$ cat src/rtl/aes_stream_shell.sv
// Streams key/plaintext words from an input FIFO into a block cipher core and
// drains the resulting ciphertext back out, lane by lane, to an output FIFO.
module aes_stream_shell #(
  parameter int unsigned DATA_WIDTH  = 32,
  parameter int unsigned LANES       = 1,
  parameter int unsigned BLOCK_BYTES = 16
) (
  input  logic                     clock,
  input  logic                     reset,
  input  logic                     data_empty,
  output logic                     data_rd,
  input  logic [DATA_WIDTH-1:0]    data_din,
  input  logic                     data_full,
  output logic                     data_wr,
  output logic [DATA_WIDTH-1:0]    data_dout,
  output logic [8*BLOCK_BYTES-1:0] core_key,
  output logic [8*BLOCK_BYTES-1:0] core_din,
  output logic                     core_start,
  input  logic                     core_done,
  input  logic [8*BLOCK_BYTES-1:0] core_dout,
  output logic                     err,
  output logic [15:0]              blk_count
);

  localparam int unsigned DW = 8 * LANES;
  localparam int unsigned SW = 8 * BLOCK_BYTES;
  localparam int unsigned NW = BLOCK_BYTES / LANES;
  localparam int unsigned CW = (NW > 1) ? $clog2(NW) : 1;
  localparam logic [CW-1:0] LAST = CW'(NW - 1);

  localparam logic [15:0] FLAG_NONE    = 16'h0000;
  localparam logic [15:0] FLAG_NEW_KEY = 16'h1111;
  localparam logic [15:0] FLAG_OLD_KEY = 16'h2222;

  typedef enum logic [1:0] {
    LOAD  = 2'd0,
    START = 2'd1,
    WAIT  = 2'd2,
    DRAIN = 2'd3
  } state_t;

  state_t state, state_nxt;

  logic [CW-1:0] wc;
  logic [CW-1:0] dc;
  logic [SW-1:0] data_sh;
  logic [SW-1:0] key_sh;
  logic [SW-1:0] data_nxt;
  logic [SW-1:0] key_nxt;
  logic [SW-1:0] res;
  logic [15:0]   flag;
  logic [DW-1:0] in_data;
  logic [DW-1:0] in_key;
  logic          wc_last;
  logic          dc_last;
  logic          flag_final_ok;

  assign flag          = data_din[DATA_WIDTH-1 -: 16];
  assign in_data       = data_din[DW-1:0];
  assign in_key        = data_din[2*DW-1:DW];
  assign wc_last       = (wc == LAST);
  assign dc_last       = (dc == LAST);
  assign flag_final_ok = (flag == FLAG_NEW_KEY) || (flag == FLAG_OLD_KEY);

  // Words arrive MSB first, so shifting left and inserting at the bottom
  // leaves word 0 in the top slot once the block is complete.
  assign data_nxt = (data_sh << DW) | SW'(in_data);
  assign key_nxt  = (key_sh << DW) | SW'(in_key);

  generate
    if (DATA_WIDTH > 2 * DW + 16) begin : g_spare
      logic unused_spare;
      assign unused_spare = ^data_din[DATA_WIDTH-17:2*DW];
    end
  endgenerate

  // State register.
  always_ff @(posedge clock) begin
    if (reset) begin
      state <= LOAD;
    end else begin
      state <= state_nxt;
    end
  end

  // Next state and FIFO/core handshakes; everything is held low during reset.
  always_comb begin
    state_nxt  = state;
    data_rd    = 1'b0;
    data_wr    = 1'b0;
    core_start = 1'b0;
    data_dout  = '0;
    if (!reset) begin
      case (state)
        LOAD: begin
          data_rd = !data_empty;
          if (!data_empty && wc_last && flag_final_ok) begin
            state_nxt = START;
          end
        end
        START: begin
          core_start = 1'b1;
          state_nxt  = WAIT;
        end
        WAIT: begin
          if (core_done) begin
            state_nxt = DRAIN;
          end
        end
        DRAIN: begin
          data_wr                       = !data_full;
          data_dout[DW-1:0]             = res[SW-1 -: DW];
          data_dout[DATA_WIDTH-1 -: 16] = dc_last ? FLAG_NEW_KEY : FLAG_NONE;
          if (!data_full && dc_last) begin
            state_nxt = LOAD;
          end
        end
        default: state_nxt = LOAD;
      endcase
    end
  end

  // Shadow loading, core request registers, result drain and status.
  always_ff @(posedge clock) begin
    if (reset) begin
      wc        <= '0;
      dc        <= '0;
      data_sh   <= '0;
      key_sh    <= '0;
      res       <= '0;
      core_key  <= '0;
      core_din  <= '0;
      err       <= 1'b0;
      blk_count <= '0;
    end else begin
      if (data_rd) begin
        if (!wc_last) begin
          if (flag != FLAG_NONE) begin
            err <= 1'b1;
            wc  <= '0;
          end else begin
            data_sh <= data_nxt;
            key_sh  <= key_nxt;
            wc      <= wc + CW'(1);
          end
        end else begin
          wc      <= '0;
          data_sh <= data_nxt;
          key_sh  <= key_nxt;
          if (flag == FLAG_NEW_KEY) begin
            core_din <= data_nxt;
            core_key <= key_nxt;
          end else if (flag == FLAG_OLD_KEY) begin
            core_din <= data_nxt;
          end else begin
            err <= 1'b1;
          end
        end
      end

      if (state == WAIT && core_done) begin
        res <= core_dout;
        dc  <= '0;
      end

      if (data_wr) begin
        res <= res << DW;
        if (dc_last) begin
          dc        <= '0;
          blk_count <= blk_count + 16'd1;
        end else begin
          dc <= dc + CW'(1);
        end
      end
    end
  end

endmodule

$ cat config.mk
export PLATFORM = sky130hd
export DESIGN_NAME = aes_stream_shell
export DESIGN_NICKNAME = d
export VERILOG_FILES = /design/src/rtl/aes_stream_shell.sv
export SDC_FILE = /design/constraint.sdc
export NUM_CORES = 1
export LEC_CHECK = 0
export ABC_CLOCK_PERIOD_IN_PS = 2050
export CORE_UTILIZATION = 48
export DETAILED_ROUTE_END_ITERATION = 8
export PLACE_DENSITY = 0.76
export RECOVER_POWER = 100
export SYNTH_ARGS = -nofsm -noshare
export SYNTH_HDL_FRONTEND = slang
export SYNTH_SLANG_ARGS = --single-unit
$ cat constraint.sdc
create_clock -name clock -period 2.05 [get_ports clock]
set_input_delay 0.41 -clock clock [delete_from_list [all_inputs] [get_ports clock]]
set_output_delay 0.41 -clock clock [all_outputs]
set_load 0.005 [all_outputs]
==> metrics.md, run 1 <==
| Metric | Value |
|---|---|
| Post-place setup slack | `-0.6899 ns` |
| Commonest non-fill, non-tap cell in the layout | `dfxtp_1` |
| Root buffer cell | `clkbuf_16` |
| Power Density | `705.5 nW/µm²` |
| Setup tns final | `-16.57 ns` |
| CTS tree | `yes` |
| Syn_area_per_cell | `9.123 µm²` |
| Overall global routing resource usage | `29.17%` |
| Clock Latency Late Sink | `0.62 ns` |
| Total congestion overflow | `0` |
| Port-buffer cells | `452` |
| Final Cycle Share | `112.0%` |
| Yosys top cell by area | `dfxtp_1` |
| Hold slack | `0.2694 ns` |
| Net switching power | `5.845 mW` |
| Commonest non-fill, non-tap cells in the layout | `644 x dfxtp_1, 427 x nand2_1, 421 x clkdlybuf4s50_1, 157 x mux2i_1, 137 x nor2_1` |
| Clock Pin Slew Worst Setup and Hold Paths | `0.07 ns` |
| Synth-to-Final Area Change | `45.56%` |
| Pin count of the biggest net entering global routing | `181` |
| Ys Warns | `0` |
| Critical-path cell list | `buf_6 -> inv_4 -> ha_4 -> nand2b_4 -> or4_4 -> buf_12 -> buf_12 -> buf_16 -> o21ai_2 -> a21oi_2` |
| RD Place Congestion | `0.8399` |
| Reg2reg end | `core_key[71]` |
| Via Count | `24783` |
| Endpoints failing setup | `256` |
| Worst-margin pin slew | `1.145 ns` |
| Total clock sinks | `651` |
| Maximum clock frequency | `435.6 MHz` |
| Top cell type's share of synthesized area | `49.91%` |
| Leak pwr | `14.40 nW` |
| Worst hold stages | `3` |
| Max Slew Vio Count | `0` |
| R2R Setup Slk | `-0.25 ns` |
| Antenna viol nets, final | `0` |
| Combinational power share | `3.7%` |
| Cts bufs inserted | `66` |
| Clock power frac | `49.0%` |
| Slowest CP cell | `or4_4` |
| RSZ-0062 raised after global routing | `true` |
| Worst-path fanout max | `6` |
| Vias per std cell | `6.068` |
| EDFF count, synth | `0` |
| Hold Crit Start | `reset` |
| Drt pass-1 iters | `5` |
| Max cap viols | `0` |
| Fin util | `70.62%` |
| NumNets Final | `3506` |
| Avg WL per Cell | `23.89 µm` |
| First-pass GRT wire length | `129700 µm` |
| DR iter-0 viols | `2573` |
| Die area | `55330 µm²` |
| Min cycle time layout | `2.296 ns` |
| Yosys reg bits | `651` |
| Vias in the first global route | `23428` |
| Hold/Removal Path Class | `in -> reg` |
| CP top delay family | `simple AND/OR/NAND/NOR gates` |
| # H-tree levels | `3` |
| CP Capture Type | `flop` |
| Failing checks | `setup timing` |
| Req. time, crit path | `2.51 ns` |
| Worst Setup Path Type | `reg -> reg` |
| Most common cell on crit path | `buf_12` |
| DP Wirelength | `49190 µm` |
| Worst reg2reg startpoint | `state[1]` |
| Seq/Total Area, Yosys | `49.91%` |
| R2r worst-path depth | `10` |
| Internal power | `20.97 mW` |
| Worst Path Arrival | `2.76 ns` |
| Startpoint types | `flop` |
| Syn Std Cell Area | `26110 µm²` |
| Synth unique cells | `50` |
| CTS max path bufs | `3` |
| Row cnt | `85` |
| Total wire length | `97570 µm` |
| Outcome | `finished with violations` |
| DRC violations left | `0` |
| Top post-synthesis cells by area | `dfxtp_1 50%, nand2_1 6.2%, mux2i_1 6.1%` |
| Die width | `235.2 µm` |
| # IOs | `473` |
| Max rail drop VDD | `480.7 µV` |
| Hold Vio Cnt, Final | `0` |
| Initial Util | `48.52%` |
| Sw Ratio | `21.80%` |
| Area of the core | `53810 µm²` |
| Async set-reset flop share out of synthesis | `0%` |
| Share of cells above drive strength 1 | `21.69%` |
| Die H | `235.2 µm` |
| Hold EP | `blk_count[11]` |
| Initial antenna violation count | `5` |
| Max stage delay on crit path | `0.65 ns` |
| Main flop type after synthesis | `dfxtp_1` |
| Layout Skew | `0.03281 ns` |
| Max_slew headroom | `23.66%` |
| Final setup margin | `-0.2455 ns` |
| Sequential Power Share | `47.2%` |
| Synth Instances | `2862` |
| Worst path bufs/invs | `5` |
## cell usage after synthesis, drive strengths merged, types with 3 or more instances
cell type / count
and3: 3
ha: 8
nor3: 4
nor4: 3
dfxtp: 651
inv: 128
a21oi: 151
nor2b: 94
mux2: 89
nand4: 14
o31ai: 125
or4: 12
mux2i: 160
buf: 101
nor2: 138
or3: 5
and2: 13
xor2: 4
clkbuf: 194
o21ai: 137
nand3: 141
o211ai: 120
nand2: 428
a311oi: 120
## layer usage
| metal | up-vias | track usage, % | share of wire (%) |
|---|---|---|---|
| met5 | - | 0 | 0.028 |
| li1 | 10921 | - | - |
| met2 | 1460 | 49.03 | 48 |
| met4 | 4 | 16.32 | 6.3 |
| met1 | 11979 | 34.78 | 37 |
| met3 | 419 | 6.027 | 8.3 |
## cell type report
type	count	area, µm²
fillers	3483	15810
multi-input cells	1808	13100
flip-flops and latches	651	13050
repair buffers	678	8143
clock buffers	91	1959
well taps	696	870.8
inverters	128	489.2
clock inverters	28	384.1
diodes	4	10.01
## state kept, by name (all words and copies together), names as in the netlist
name	cells
data_sh	120
err	1
res	128
dc	4
core_key	128
wc	4
state	2
blk_count	16
core_din	128
key_sh	120
## tightest hold or removal path, stage by stage
cell,delay [ns]
buf_8,0.10
buf_4,0.26
a21oi_2,0.05
## cells by family (layout without fill, tap and decap cells)
| group | count (synthesis) | in the layout | share of synthesized area (%) |
|---|---|---|---|
| compound gates | 663 | 663 | 16.96 |
| xor+xnor | 5 | 5 | 0.1677 |
| fa+ha+maj | 8 | 8 | 0.3834 |
| buf+inv | 423 | 925 | 6.992 |
| flops | 651 | 651 | 49.91 |
| mux | 249 | 249 | 10.81 |
| other cells | 1 | 24 | 0.01436 |
| simple gates | 862 | 863 | 14.76 |
## how the worst max path moves through the flow
stage,cells past startpoint,slack (ns),end,from
floorplan,6,-0.08,key_sh[42],data_din[19]
global placement,8,-0.62,core_key[119],data_din[17]
detailed placement,6,-0.69,core_key[54],data_din[17]
CTS,6,-0.19,data_dout[20],state[1]
global route,7,-0.28,res[15],state[0]
finish,10,-0.25,core_key[71],state[1]
## what timing repair did
item	CTS	global route
resized for setup	283	344
pin swaps	17	48
endpoints found under the hold margin	0	0
cloned	35	33
setup endpoints to repair	216	519
setup buffers	28	49
hold buffers	0	0
## power by group through the flow
stage / clock (mW) / sequential [mW] / combinational, mW
after global routing: 13.7 / 12.7 / 1.05
after CTS: 13.1 / 12.7 / 0.892
after global placement: 0 / 13.0 / 0.818
final: 13.1 / 12.7 / 1.01
after floorplan: 0 / 13.0 / 0.336
after detailed placement: 0 / 13.0 / 0.826
## stage by stage
| step | instances | total power, mW | cell area [µm²] |
|---|---|---|---|
| 2_1_floorplan | 2881 | 13.29 | 26310 |
| 3_3_place_gp | 3834 | 13.77 | 31530 |
| 3_5_place_dp | 3834 | 13.78 | 31530 |
| 4_1_cts | 4016 | 26.62 | 35720 |
| 5_1_grt | 4083 | 27.42 | 38000 |
| 6_report | 4084 | 26.81 | 38010 |
Power figures use the tool's default switching activity.
==> run 2, diff against run 1 <==
--- a/config.mk
+++ b/config.mk
@@ -5,10 +5,11 @@
 export SDC_FILE = /design/constraint.sdc
 export NUM_CORES = 1
 export LEC_CHECK = 0
+export ABC_AREA = 1
 export ABC_CLOCK_PERIOD_IN_PS = 2050
-export CORE_UTILIZATION = 48
+export CORE_UTILIZATION = 47
 export DETAILED_ROUTE_END_ITERATION = 8
-export PLACE_DENSITY = 0.76
+export PLACE_DENSITY = 0.75
 export RECOVER_POWER = 100
 export SYNTH_ARGS = -nofsm -noshare
 export SYNTH_HDL_FRONTEND = slang
==> metrics.md, run 2 <==
| Metric | Value |
|---|---|
| Critical-path cell list | `buf_6 -> ha_4 -> inv_2 -> nor2_4 -> nand2_8 -> inv_2 -> buf_4` |
| Avg WL per Cell | `15.67 µm (-34%)` |
| Finished Cell Area | `32590 µm² (-14%)` |
| Clock Latency Late Sink | `0.59 ns (-0.03 ns)` |
| Top cell type's share of synthesized area | `52.46% (+2.5 points)` |
| Endpoints failing setup | `0 (-100%)` |
| Req. time, crit path | `1.64 ns (-0.87 ns)` |
| Power Density | `884.7 nW/µm² (+25%)` |
| CP top delay family | `flip-flops` |
| Overall global routing resource usage | `24.41% (-4.8 points)` |
| Max cap viols | `0 (unchanged)` |
| Most common cell on crit path | `inv_2` |
| Synth-to-Final Area Change | `31.20%` |
| Flip-flop and latch area | `13040 µm² (about the same)` |
| Die width | `231.9 µm (-1.4%)` |
| Initial Util | `48.03% (-0.49 points)` |
| R2r worst-path depth | `10 (unchanged)` |
| # IOs | `473 (unchanged)` |
| EDFF count, synth | `0 (unchanged)` |
| Synth unique cells | `33 (-34%)` |
| Sequential Power Share | `45.6% (-1.6 points)` |
| Sw Ratio | `23.30% (+1.5 points)` |
| Startpoint types | `flop` |
| Drt pass-1 iters | `5 (unchanged)` |
| Final setup margin | `0.01199 ns (+0.2575 ns)` |
| Main flop type after synthesis | `dfxtp_1` |
| Vias in the first global route | `20000 (-15%)` |
| Outcome | `completed` |
| Reg2reg end | `res[103]` |
| Hold Vio Cnt, Final | `0 (unchanged)` |
| Diode count | `0 (-4)` |
| Max_slew headroom | `39.17% (+16 points)` |
| Slowest CP cell | `dfxtp_2` |
| RSZ-0062 raised after global routing | `true` |
| RD Place Congestion | `0.8801 (+4.8%)` |
| Hold/Removal Path Class | `in -> reg` |
| Net switching power | `6.718 mW (+15%)` |
| Final Cycle Share | `99.42% (-13 points)` |
| Worst-path fanout max | `4 (-2)` |
| Port-buffer cells | `452 (unchanged)` |
| Root buffer cell | `clkbuf_16` |
| Syn_area_per_cell | `7.751 µm² (-15%)` |
| Post-place setup slack | `-0.4882 ns (+0.2017 ns)` |
| Max stage delay on crit path | `0.34 ns (-0.31 ns)` |
| Vias per std cell | `5.057 (-17%)` |
| Commonest non-fill, non-tap cell in the layout | `dfxtp_1` |
| Yosys reg bits | `651 (unchanged)` |
| Internal power | `22.12 mW (+5.5%)` |
| Max Slew Vio Count | `0 (unchanged)` |
| Ys Warns | `0 (unchanged)` |
| Multi-input gate area in the final layout | `9175 µm² (-30%)` |
| Finished Layout Cells | `4328 (+6.0%)` |
| Adder-cell area share of the yosys netlist | `0.4029% (+0.020 points)` |
| Clock power frac | `44.2% (-4.8 points)` |
| Leak pwr | `12.12 nW (-16%)` |
| Area of the core | `51720 µm² (-3.9%)` |
| Worst reg2reg startpoint | `state[0]` |
| Total wire length | `67830 µm (-30%)` |
| Worst path bufs/invs | `4 (-1)` |
| Die H | `231.9 µm (-1.4%)` |
| Post-synthesis compound-gate area fraction | `18.18% (+1.2 points)` |
| CTS tree | `yes` |
| Maximum clock frequency | `490.7 MHz (+13%)` |
| Syn Std Cell Area | `24840 µm² (-4.9%)` |
| Total clock sinks | `651 (unchanged)` |
| Async set-reset flop share out of synthesis | `0% (unchanged)` |
| Commonest non-fill, non-tap cells in the layout | `646 x dfxtp_1, 545 x nor2_1, 501 x o21ai_0, 435 x clkdlybuf4s50_1, 386 x inv_1` |
| Worst Path Arrival | `1.63 ns (-1.13 ns)` |
| Share of cells above drive strength 1 | `7.484% (-14 points)` |
| Row cnt | `83 (-2.4%)` |
| Placed Area | `30140 µm² (-4.4%)` |
| Most common cell in the netlist | `dfxtp_1` |
| Cts bufs inserted | `66 (unchanged)` |
| Yosys top cell by area | `dfxtp_1` |
| Antenna viol nets, final | `0 (unchanged)` |
| Placed Instances | `4203 (+9.6%)` |
| DR iter-0 viols | `1548 (-40%)` |
| Layout Skew | `0.02366 ns (-0.009156 ns)` |
| Initial antenna violation count | `5 (unchanged)` |
| Clock Pin Slew Worst Setup and Hold Paths | `0.06 ns (about the same)` |
| Die area | `53780 µm² (-2.8%)` |
| Combinational power share | `10.2% (+6.5 points)` |
| Commonest cells post-synth | `651 x dfxtp_1, 550 x nor2_1, 501 x o21ai_0, 390 x inv_1, 239 x nand3_1` |
| Total congestion overflow | `0 (unchanged)` |
| Mux contribution to synthesized area | `0% (-11 points)` |
| Worst Setup Path Type | `reg -> out` |
| Pin count of the biggest net entering global routing | `205 (+13%)` |
| Top Registers | `core_din (128), core_key (128), res (128)` |
| Filler Cell Count | `4415 (+27%)` |
| Min cycle time layout | `2.038 ns (-0.2575 ns)` |
| Setup tns final | `0 ns (+16.57 ns)` |
| Top post-synthesis cells by area | `dfxtp_1 52%, o21ai_0 10%, nor2_1 8.3%` |
| First-pass GRT wire length | `105300 µm (-19%)` |
| Post-Synth Simple-Gate Area | `17.28% (+2.5 points)` |
| NumNets Final | `3770 (+7.5%)` |
| DRC violations left | `0 (unchanged)` |
| Max rail drop VDD | `695.3 µV (+45%)` |
| Via Count | `21888 (-12%)` |
| Hold Crit Start | `reset` |
| Hold EP | `res[89]` |
| DP Wirelength | `46330 µm (-5.8%)` |
| Worst hold stages | `3 (unchanged)` |
| # H-tree levels | `3 (unchanged)` |
| Synth Instances | `3205 (+12%)` |
| Synth Area in XOR/XNOR | `0.2115% (+0.044 points)` |
| Main combinational cell family by area after synthesis | `compound AO/OA/AOI/OAI gates` |
| CP Capture Type | `output pin` |
| CTS max path bufs | `3 (unchanged)` |
| Worst-margin pin slew | `0.9125 ns (-0.2326 ns)` |
| Seq/Total Area, Yosys | `52.46% (+2.5 points)` |
| Pwr Total | `28.83 mW (+7.5%)` |
| R2R Setup Slk | `0.11 ns (+0.36 ns)` |
-- run 2: worst max path at each step --
stage,to,startpoint,cells past startpoint,slack (ns)
2_1_floorplan,data_dout[20],reset,7,0.16
3_3_place_gp,data_sh[102],data_din[31],10,-0.47
3_5_place_dp,data_sh[51],data_din[31],11,-0.49
4_1_cts,data_rd,state[0],8,-0.08
5_1_grt,data_wr,state[0],7,-0.08
6_report,data_wr,state[0],7,0.01
-- run 2: cell type report --
| class | count | area share, % |
|---|---|---|
| Clock buffer | 102 | 6.353 |
| Clock inverter | 17 | 0.8215 |
| Tap cell | 680 | 2.610 |
| Multi-Input combinational cell | 1920 | 28.15 |
| Inverter | 396 | 4.649 |
| Timing Repair Buffer | 562 | 17.39 |
| Sequential cell | 651 | 40.02 |
-- run 2: through the flow --
| stage | utilization [%] | hold slack [ns] |
|---|---|---|
| floorplan | - | 0.4315 |
| global placement | 58.28 | 0.4306 |
| detailed placement | 58.28 | 0.4351 |
| CTS | 62.93 | 0.2884 |
| global route | 63.02 | 0.3151 |
| finish | 63.02 | 0.3321 |
-- run 2: worst min-delay path: stages --
cell and delay [ns]:
buf_2 0.18, buf_12 0.19, nor2_1 0.09
-- run 2: timing repair --
| item | in CTS | in global routing |
|---|---|---|
| hold buffers | 0 | 0 |
| endpoints found under the setup margin | 21 | 150 |
| setup buffers | 5 | 2 |
| pin swaps | 7 | 6 |
| gates resized for setup | 86 | 21 |
-- run 2: cell families after synthesis --
| logic type | after synthesis |
|---|---|
| buffers and inverters | 653 |
| XOR/XNOR | 6 |
| AND/OR/NAND/NOR | 1042 |
| adder cells (fa/ha/maj) | 8 |
| other | 1 |
| flip-flops | 651 |
| AO/OA/AOI/OAI | 844 |
-- run 2: layer usage --
layer | track usage [%] | part of all wire, % | up-vias
met4 | 8.635 | 2.5 | 10
li1 | - | - | 11103
met5 | 0 | 0.097 | -
met3 | 5.636 | 7.4 | 113
met2 | 39.39 | 46 | 628
met1 | 31.82 | 44 | 10034
-- run 2: power groups by stage --
stage | Sequential (mW) | Combinational, mW | Clock [mW]
floorplan | 13.4 | 1.72 | 0
global placement | 13.4 | 2.77 | 0
detailed placement | 13.4 | 2.80 | 0
CTS | 13.1 | 2.91 | 13.0
global route | 13.2 | 3.26 | 13.5
finish | 13.2 | 2.93 | 12.8
